--- config.mk ---
export PLATFORM = sky130hd
export DESIGN_NAME = alu_exec_wb
export DESIGN_NICKNAME = d
export VERILOG_FILES = /design/src/rtl/alu_exec_wb.sv
export SDC_FILE = /design/constraint.sdc
export NUM_CORES = 1
export LEC_CHECK = 0
export BUFFER_PORTS_ARGS = -buffer_cell sky130_fd_sc_hd__buf_2
export CAP_MARGIN = 10
export CORE_ASPECT_RATIO = 0.9
export CORE_MARGIN = 5
export CORE_UTILIZATION = 55
export DETAILED_ROUTE_END_ITERATION = 8
export PLACE_DENSITY = 0.77
export SYNTH_ARGS = -nofsm -noshare
export SYNTH_HDL_FRONTEND = slang
export SYNTH_SLANG_ARGS = --single-unit
--- constraint.sdc ---
create_clock -name clk -period 3.8 [get_ports clk]
set_clock_uncertainty 0.15 [all_clocks]
set_input_delay 0.76 -clock clk [delete_from_list [all_inputs] [get_ports clk]]
set_output_delay 0.76 -clock clk [all_outputs]
set_load 0.01 [all_outputs]
--- src/rtl/alu_exec_wb.sv ---
// alu_exec_wb: execute/write-back stage; single-cycle ALU ops or 8-step shift-add MUL,
// result returned on the reg_group write port with a {Z,C,N} flag register.
module alu_exec_wb #(
  parameter int WIDTH   = 8,
  parameter int RADDR_W = 2
) (
  input  logic               clk,
  input  logic               rst_n,
  input  logic               start,
  input  logic [3:0]         op,
  input  logic [RADDR_W-1:0] sr_in,
  input  logic [RADDR_W-1:0] dr_in,
  input  logic [WIDTH-1:0]   s,
  input  logic [WIDTH-1:0]   d,
  output logic [RADDR_W-1:0] sr,
  output logic [RADDR_W-1:0] dr,
  output logic [WIDTH-1:0]   i,
  output logic               we,
  output logic               busy,
  output logic               done,
  output logic [2:0]         flags
);
  typedef enum logic [1:0] {IDLE, EXEC, MUL, WB} state_t;
  state_t               state_q, state_d;
  logic [WIDTH-1:0]     a_q, a_d, b_q, b_d, i_q, i_d, r;
  logic [3:0]           op_q, op_d;
  logic [RADDR_W-1:0]   sr_q, sr_d, dr_q, dr_d;
  logic [7:0]           cnt_q, cnt_d;
  logic [2*WIDTH-1:0]   p_q, p_d;
  logic [2:0]           flags_q, flags_d;
  logic [WIDTH:0]       alu;
  logic                 lat, mul_fin, upd, c;
  always_ff @(posedge clk or negedge rst_n) begin
    if (!rst_n) begin
      state_q <= IDLE;
      a_q     <= '0;
      b_q     <= '0;
      op_q    <= '0;
      sr_q    <= '0;
      dr_q    <= '0;
      cnt_q   <= '0;
      p_q     <= '0;
      i_q     <= '0;
      flags_q <= '0;
    end else begin
      state_q <= state_d;
      a_q     <= a_d;
      b_q     <= b_d;
      op_q    <= op_d;
      sr_q    <= sr_d;
      dr_q    <= dr_d;
      cnt_q   <= cnt_d;
      p_q     <= p_d;
      i_q     <= i_d;
      flags_q <= flags_d;
    end
  end
  always_comb begin
    state_d = state_q == IDLE ? (start ? (op == 4'd9 ? MUL : EXEC) : IDLE) :
              state_q == EXEC ? WB :
              state_q == MUL  ? (cnt_q == 8'd7 ? WB : MUL) : IDLE;
  end
  always_comb begin
    alu = {1'b0, b_q};
    case (op_q)
      4'd1:        alu = {1'b0, a_q} + {1'b0, b_q};
      4'd2, 4'd10: alu = {1'b0, a_q} - {1'b0, b_q};
      4'd3:        alu = {1'b0, a_q & b_q};
      4'd4:        alu = {1'b0, a_q | b_q};
      4'd5:        alu = {1'b0, a_q ^ b_q};
      4'd6:        alu = {1'b0, ~b_q};
      4'd7:        alu = {a_q, 1'b0};
      4'd8:        alu = {a_q[0], 1'b0, a_q[WIDTH-1:1]};
      default:     ;
    endcase
  end
  always_comb begin
    lat     = state_q == IDLE && start;
    a_d     = lat ? d : a_q;
    b_d     = lat ? s : b_q;
    op_d    = lat ? op : op_q;
    sr_d    = lat ? sr_in : sr_q;
    dr_d    = lat ? dr_in : dr_q;
    cnt_d   = state_q == MUL ? cnt_q + 8'd1 : 8'd0;
    // one partial product per cycle: bit cnt of B selects A shifted by cnt
    p_d     = lat ? '0 :
              state_q == MUL ? p_q + (b_q[cnt_q[2:0]] ? {{WIDTH{1'b0}}, a_q} << cnt_q[2:0] : '0) : p_q;
    mul_fin = state_q == MUL && cnt_q == 8'd7;
    upd     = (state_q == EXEC && op_q <= 4'd10) || mul_fin;
    r       = mul_fin ? p_d[WIDTH-1:0] : alu[WIDTH-1:0];
    c       = mul_fin ? |p_d[2*WIDTH-1:WIDTH] : alu[WIDTH];
    flags_d = upd ? {r == '0, c, r[WIDTH-1]} : flags_q;
    i_d     = upd && op_q != 4'd10 ? r : i_q;
  end
  always_comb begin
    sr    = state_q == IDLE ? sr_in : sr_q;
    dr    = state_q == IDLE ? dr_in : dr_q;
    we    = state_q == WB && op_q <= 4'd9;
    done  = state_q == WB;
    busy  = state_q != IDLE;
    i     = i_q;
    flags = flags_q;
  end
endmodule

==> results of run 1 <==
[worst max-delay path by stage]
stage	start	to	slack (ps)	depth (start not counted)
2_1_floorplan	cnt_q[0]$_DFF_PN0_	flags[1]$_DFFE_PN0N_	80	15
3_3_place_gp	cnt_q[0]$_DFF_PN0_	flags[1]$_DFFE_PN0N_	120	14
3_5_place_dp	cnt_q[0]$_DFF_PN0_	flags[2]$_DFFE_PN0N_	70	13
4_1_cts	cnt_q[0]$_DFF_PN0_	flags[2]$_DFFE_PN0N_	60	13
5_1_grt	cnt_q[0]$_DFF_PN0_	flags[2]$_DFFE_PN0N_	-60	13
6_report	cnt_q[0]$_DFF_PN0_	flags[2]$_DFFE_PN0N_	150	13
[state kept, by name, summed over array words and instances, names as in the netlist]
register and count:
a_q 8, flags 3, b_q 8, dr_q 2, i 8, op_q 4, cnt_q 8, state_q 2
p_q 16, sr_q 2
[critical path, stage by stage (launching register included)]
cell and delay [ps]:
dfrtp_2 440, mux4_2 350, nand2_2 90, or3_4 400, inv_1 80, ha_1 270
a211oi_4 330, o21bai_1 160, a21oi_1 200, xnor2_1 160, mux2i_1 90, or2_2 290
a211o_1 270, a32o_1 250
[cells by family after synthesis]
| group | after synthesis | synth area share [%] |
|---|---|---|
| compound gates | 186 | 22.6 |
| buf+inv | 69 | 5.57 |
| xor+xnor | 26 | 4.37 |
| simple gates | 222 | 20.1 |
| flops | 61 | 29.3 |
| mux | 29 | 6.56 |
| fa+ha+maj | 47 | 11.6 |
[synth_stat cells (12+ instances only)]
| cell type | instances | share of area [%] |
|---|---|---|
| nor2_1 | 74 | 5.3 |
| nand2_1 | 68 | 4.9 |
| dfrtp_1 | 61 | 29 |
| a21oi_1 | 59 | 5.7 |
| o21ai_0 | 50 | 4.8 |
| ha_1 | 45 | 11 |
| inv_1 | 33 | 2.4 |
| xnor2_1 | 19 | 3.2 |
| mux2i_1 | 15 | 2.9 |
| nand3_1 | 15 | 1.4 |
| clkbuf_1 | 14 | 1.0 |
| buf_2 | 12 | 1.2 |
[stage by stage]
step | std cells | setup slack, ps | instance area (µm²) | TNS (ps)
global placement | 800 | 122 | 5640 | 0
CTS | 816 | 59.4 | 5850 | 0
floorplan | 640 | 84.0 | 5210 | 0
finish | 816 | 153 | 5910 | 0
detailed placement | 800 | 66.2 | 5640 | 0
global route | 816 | -55.1 | 5910 | -64.0
[per-layer routing]
layer | track usage, % | vias up | wire [µm]
met4 | 10.7 | 0 | 452
li1 | - | 2370 | -
met5 | 0 | - | 0
met2 | 43.3 | 223 | 6940
met1 | 35.8 | 2369 | 6490
met3 | 5.98 | 45 | 1160
[power by group through the flow]
stage               Sequential, W  Combinational [W]  Clock (W)
finish                    0.00113            0.00386   0.000663
global route              0.00116            0.00426   0.000697
CTS                       0.00112            0.00376   0.000668
detailed placement        0.00113            0.00373          0
global placement          0.00113            0.00365          0
floorplan                 0.00111            0.00271          0
[final cells by class]
class | count | share of cell area (%)
well taps | 122 | 2.58
multi-input cells | 510 | 58.3
repair buffers | 73 | 7.48
inverters | 34 | 2.16
clock inverters | 7 | 1.52
flip-flops and latches | 61 | 25.9
clock buffers | 9 | 2.10
[timing repair]
item                                    CTS  global route
endpoints found under the setup margin    0             3
hold buffers                              0             0
gates resized for setup                   0            18
endpoints found under the hold margin     0             0
==> impl_metrics.tcl, run 1 <==
set metrics [dict create \
    outcome "complete, no violations" \
    regArea_um2 1530 \
    cts_tree "built" \
    async_flop_share_pct 100 \
    grt_pass1_wl_um 24700 \
    antenna_found_initial 0 \
    detail_route.iter0.violations 421 \
    grt_max_degree 43 \
    hold_class "primary input to async pin" \
    portBuffers 44 \
    die_y_um 102 \
    crit_fanout 5 \
    ys_types 75 \
    syn_to_final_growth_pct 13.4 \
    finalHoldViolCount 0 \
    ctsHtreeMaxLevel 3 \
    swShare_pct 49.4 \
    synth_edf_count 0 \
    vdd_drop_max_mv 0.586 \
    seqPwrFrac_pct 20.0 \
    overflow 0 \
    cp.arrival_ps 3740 \
    p_leak_nw 2.69 \
    pwr-share-clk_pct 11.7 \
    r2r_cells 13 \
    power.total_w 0.00566 \
    netlist_area_um2 5210 \
    fp.dieW_um 113 \
    finalCritPeriodShare_pct 96.0 \
    drt-vias-per-instance 6.14 \
    timing.fmax_mhz 274 \
    maxSlewViolCount 0 \
    postCtsSetupRepairBufs 0 \
    clock_path_buffers 2 \
    initial_core_util_pct 56.8 \
    antenna_cells 0 \
    dr_total_vias 5007 \
    rrSetupSlack_ps 150 \
    endpoint_kind "register" \
    clock-root-buffer "clkbuf_8" \
    wire_per_inst_um 18.4 \
    place_hpwl_um 11100 \
    drcViolationCount 0 \
    grt_usage_pct 27.0 \
    fillCellCount 814 \
    fin_crit_ps 3650 \
    first_global_vias 5017 \
    nets 763 \
    wl_um 15000 \
    crit_required_ps 3900 \
    netlist_instances 640 \
    max_slew_margin_pct 31.2 \
    first_pass_iters 5 \
    cts_buffers 9 \
    hold_ws_ps 213 \
    fp.coreArea_um2 9170 \
    clk_pin_slew_ps 70 \
    gp_congestion 0.993 \
    synth.ff_latch_count 61 \
    die-area_um2 11500 \
    p_switching_w 0.00279 \
    synth_warnings 0 \
    p_per_area_nw_per_um2 957 \
    cp-start-kind "register" \
    clock_latency_ps 360 \
    io_pins 45 \
    timing.rr.start "cnt_q[0]$_DFF_PN0_" \
    post-route-util_pct 64.5 \
    ys.flop_type "dfrtp_1" \
    ant_nets 0 \
    rr_endpoint "flags[2]$_DFFE_PN0N_" \
    tightest_slew_ps 1030 \
    row_count 33 \
    maxCapViolations 0 \
    drive_gt1_share_pct 18.9 \
    final-setup-viol-count 0 \
    critPathKind "register to register" \
    power_frac_comb_pct 68.2 \
    mostFrequentLayoutCells "74 x nor2_1, 67 x nand2_1, 59 x dfrtp_1" \
    ys_seq_area_share_pct 29.3 \
    synth_nets 714 \
    p_int_w 0.00286 \
    layout_commonest_cell "nor2_1" \
    multi_input_area_um2 3440 \
    avgSynthCellArea_um2 8.14 \
    cts.sinks 61 \
]
Note: power is estimated with default switching activity, not from simulation.
==> inputs of run 2 (changes only) <==
Settings changed: GPL_TIMING_DRIVEN from default to 0, REMOVE_ABC_BUFFERS from default to 1.
==> impl_metrics.tcl, run 2 (synthesized netlist as in run 1, its figures left out) <==
set metrics [dict create \
    outcome "complete, no violations" \
    cts_tree "built" \
    vdd_drop_max_mv 0.738 \
    ctsHtreeMaxLevel 3 \
    grt_pass1_wl_um 23500 \
    cts_buffers 9 \
    cts.sinks 61 \
    detail_route.iter0.violations 362 \
    antenna_found_initial 0 \
    drive_gt1_share_pct 22.0 \
    antenna_cells 0 \
    final-setup-viol-count 0 \
    tightest_slew_ps 975 \
    power.total_w 0.00567 \
    fp.dieW_um 113 \
    maxSlewViolCount 0 \
    fp.coreArea_um2 9170 \
    post-route-util_pct 65.5 \
    crit_required_ps 3940 \
    clk_pin_slew_ps 90 \
    clock_latency_ps 360 \
    largest_reg_flops 16 \
    hold_ws_ps 259 \
    largest_register "p_q" \
    max_stage_delay_ps 530 \
    wl_um 14600 \
    cp.arrival_ps 3890 \
    row_count 33 \
    cts_hold_buffers 0 \
    overflow 0 \
    p_leak_nw 2.60 \
    hold_class "primary input to async pin" \
    max_slew_margin_pct 35.0 \
    die-area_um2 11500 \
    portBuffers 44 \
    clock_path_buffers 2 \
    finalCritPeriodShare_pct 98.5 \
    worstPathBufferInverterCount 3 \
    crit_fanout 6 \
    endpoint_kind "register" \
    nets 750 \
    clock-root-buffer "clkbuf_8" \
    cp_slowest_cell "dfrtp_4" \
    ant_nets 0 \
    worst_slack_ps 56.9 \
    grt_max_degree 58 \
    syn_to_final_growth_pct 15.2 \
    timing.fmax_mhz 267 \
    cp-start-kind "register" \
    critPathKind "register to register" \
    fin_crit_ps 3740 \
    place_hpwl_um 9850 \
    cp_top_family "simple AND/OR/NAND/NOR gates" \
    crit_path_frequent_cell "buf_4" \
    wire_per_inst_um 18.2 \
    crit_path_cell_trace "buf_4, nand2b_1, mux2i_1, nor2b_4, ha_4, nor2b_2, o31a_1, buf_4, buf_4, o21a_1, or3_1, nand3_1, a21oi_1, a2bb2oi_2, a32o_1" \
    finalSetupTns_ps 0 \
    finalHoldViolCount 0 \
    p_per_area_nw_per_um2 946 \
    gp_congestion 0.993 \
    drt-vias-per-instance 6.27 \
    layout_commonest_cell "nor2_1" \
    initial_core_util_pct 56.8 \
    drcViolationCount 0 \
    dr_total_vias 5036 \
    mostFrequentLayoutCells "73 x nor2_1, 66 x nand2_1, 53 x a21oi_1" \
    grt_usage_pct 25.4 \
    first_global_vias 4863 \
    die_y_um 102 \
    place_ws_ps -751 \
    maxCapViolations 0 \
    io_pins 45 \
    first_pass_iters 5 \
]
run 2: cell count changes in the layout (fill, tap and decap cells not counted), sizes merged:
cell / change
buf: -14
inv: +4
bufinv: -2
clkinv: -2
clkbuf: +1
run 2: through the flow:
step	cell area [µm²]	cells
final	6000	803
after global routing	6000	803
after CTS	5720	795
after detailed placement	5440	772
after global placement	5420	771
after floorplan	5050	605
run 2: routing by layer:
metal / wire length [µm] / GRT usage (%) / vias to the layer above
met5: 0 / 0 / -
met4: 633 / 12.7 / 0
met3: 1130 / 5.39 / 56
met2: 6990 / 42.1 / 233
met1: 5890 / 31.6 / 2398
li1: - / - / 2349
run 2: final timing paths:
check                                         start                   end  slack (ps)  cells past startpoint
worst min register to register  sr_q[1]$_DFFE_PN0P_   sr_q[1]$_DFFE_PN0P_         340                      2
worst max-delay path             cnt_q[0]$_DFF_PN0_  flags[2]$_DFFE_PN0N_          60                     15
max in group asynchronous                     rst_n    cnt_q[1]$_DFF_PN0_        2610                      2
worst min-delay path                          rst_n    a_q[2]$_DFFE_PN0P_         260                      1
min in group clk                sr_q[1]$_DFFE_PN0P_   sr_q[1]$_DFFE_PN0P_         340                      2
worst max register to register   cnt_q[0]$_DFF_PN0_  flags[2]$_DFFE_PN0N_          60                     15
run 2: where the power goes:
| part | internal (W) | switching (W) | leakage, nW |
|---|---|---|---|
| clock | 0.000244 | 0.000313 | 0.0870 |
| combinational | 0.00165 | 0.00209 | 1.75 |
| sequential | 0.000904 | 0.000468 | 0.766 |
| total | 0.00280 | 0.00287 | 2.60 |
run 2: timing repair:
item | 4_1_cts | 5_1_grt
setup endpoints to repair | 13 | 12
pin swaps | 5 | 20
setup buffers | 7 | 8
resized for setup | 19 | 47
run 2: cell type report:
class,instances,area (µm²)
inverters,34,129
flip-flops and latches,61,1550
repair buffers,60,357
fillers,776,3170
clock buffers,9,124
clock inverters,7,55.1
multi-input cells,510,3630
well taps,122,153
run 2: worst register-to-register path: stages, from the launching register on:
cell and delay (ps):
dfrtp_4 530, buf_4 170, nand2b_1 210, mux2i_1 270
nor2b_4 240, ha_4 230, nor2b_2 170, o31a_1 280
buf_4 150, buf_4 130, o21a_1 170, or3_1 320
nand3_1 100, a21oi_1 110, a2bb2oi_2 280, a32o_1 190
==> inputs of run 3 (changes only) <==
Settings changed: REMOVE_ABC_BUFFERS 1 to default.
==> impl_metrics.tcl, run 3 (synthesized netlist as in run 1, its figures left out) <==
set metrics [dict create \
    clock-root-buffer "clkbuf_8" \
    finalHoldViolCount 0 \
    p_per_area_nw_per_um2 981 \
    syn_to_final_growth_pct 19.3 \
    drt-vias-per-instance 6.36 \
    finalSetupTns_ps -50.7 \
    p_int_w 0.00303 \
    wire_per_inst_um 20.1 \
    max_slew_margin_pct 55.5 \
    seqPwrFrac_pct 20.4 \
    cts_buffers 9 \
    layout_commonest_cell "nor2_1" \
    dr_total_vias 5328 \
    timing.fmax_mhz 261 \
    final-setup-viol-count 2 \
    nets 786 \
    maxCapViolations 0 \
    first_pass_iters 5 \
    dpl-instance-area_um2 5600 \
    crit_fanout 10 \
    die-area_um2 11500 \
    portBuffers 44 \
    violations "negative setup slack" \
    vdd_drop_max_mv 0.477 \
    power_frac_comb_pct 69.5 \
    grt_max_degree 40 \
    cp.arrival_ps 3910 \
    hold_class "primary input to async pin" \
    ant_nets 0 \
    cts.sinks 61 \
    crit_required_ps 3890 \
    endpoint_kind "register" \
    drive_gt1_share_pct 23.0 \
    ctsHtreeMaxLevel 3 \
    clk_pin_slew_ps 70 \
    die_y_um 102 \
    grt_usage_pct 29.1 \
    antenna_found_initial 0 \
    fp.coreArea_um2 9170 \
    antenna_cells 0 \
    critPathKind "register to register" \
    clock_latency_ps 360 \
    detail_route.iter0.violations 473 \
    row_count 33 \
    fin_crit_ps 3830 \
    cts_tree "built" \
    clock_path_buffers 2 \
    overflow 0 \
    largest_reg_flops 16 \
    finalCritPeriodShare_pct 101 \
    worst_slack_ps -28.4 \
    hold_ws_ps 234 \
    first_global_vias 5177 \
    maxSlewViolCount 0 \
    design_area_um2 6210 \
    outcome "finished, violations left" \
    p_leak_nw 2.77 \
    cp-start-kind "register" \
    largest_register "p_q" \
    gp_congestion 1.02 \
    pwr-share-clk_pct 10.0 \
    cts_hold_buffers 0 \
    mostFrequentLayoutCells "70 x nor2_1, 66 x nand2_1, 58 x dfrtp_1" \
    place_hpwl_um 12000 \
    swShare_pct 50.4 \
    drcViolationCount 0 \
    tightest_slew_ps 667 \
    wl_um 16800 \
    grt_setup_unrepaired "yes" \
    io_pins 45 \
    fp.dieW_um 113 \
    initial_core_util_pct 56.8 \
    grt_pass1_wl_um 26400 \
    p_switching_w 0.00307 \
    post-route-util_pct 67.8 \
]
[run 3: cell count changes in the layout (fill, tap and decap cells not counted), sizes merged]
cell / before / now
buf: 59 / 82
clkinvlp: 2 / 1
clkinv: 2 / 3
clkbuf: 10 / 25
inv: 37 / 33
bufinv: 0 / 1
[run 3: layout make-up]
class	instances	area [µm²]
flip-flops and latches	61	1530
well taps	122	153
fillers	771	2950
inverters	34	129
plain buffers	33	183
multi-input cells	510	3630
clock buffers	11	151
clock inverters	4	47.5
repair buffers	63	393
[run 3: path summary, 6_finish.rpt]
path                                      from                   end  slack, ps  cells after the start
max                         cnt_q[0]$_DFF_PN0_  flags[2]$_DFFE_PN0N_        -30                     15
min                                      rst_n    b_q[5]$_DFFE_PN0P_        230                      1
max reg2reg                 cnt_q[0]$_DFF_PN0_  flags[2]$_DFFE_PN0N_        -30                     15
min reg2reg                sr_q[1]$_DFFE_PN0P_   sr_q[1]$_DFFE_PN0P_        340                      2
max in group asynchronous                rst_n      p_q[1]$_DFF_PN0_       2650                      2
min in group clk           sr_q[1]$_DFFE_PN0P_   sr_q[1]$_DFFE_PN0P_        340                      2
[run 3: power groups by stage]
stage,sequential (W),combinational [W],clock (W)
finish,0.00125,0.00424,0.000613
global route,0.00128,0.00461,0.000646
CTS,0.00121,0.00384,0.000610
detailed placement,0.00122,0.00368,0
global placement,0.00122,0.00363,0
floorplan,0.00111,0.00271,0
[run 3: repair_timing]
item | CTS | global route
endpoints found under the hold margin | 0 | 0
buffers inserted | 7 | 10
gates resized for setup | 24 | 41
setup endpoints to repair | 8 | 4
pin swaps | 6 | 18
gates cloned | 0 | 1
[run 3: per-stage QoR]
step / setup WS [ps] / power (W) / cells
floorplan: 84.0 / 0.00382 / 640
global placement: -552 / 0.00485 / 806
detailed placement: -536 / 0.00489 / 807
CTS: 19.9 / 0.00566 / 828
global route: -97.5 / 0.00654 / 838
finish: -28.4 / 0.00610 / 838
[run 3: worst max-delay path, cell delays in order (launching register included)]
cell	delay (ps)
dfrtp_2	450
buf_8	140
clkbuf_4	180
nor2_1	110
a211oi_1	70
a21oi_1	270
nor2b_1	300
ha_1	320
o21ai_1	230
o21bai_1	140
a21oi_1	220
xnor2_1	150
mux2i_1	100
or2_2	310
a211o_1	300
a32o_1	260
[run 3: per-layer routing]
layer / vias to the layer above / GRT usage, % / wire (µm)
li1: 2422 / - / -
met1: 2528 / 39.1 / 7020
met2: 312 / 46.1 / 7530
met3: 66 / 6.04 / 1570
met4: 0 / 12.0 / 719
met5: - / 0 / 0
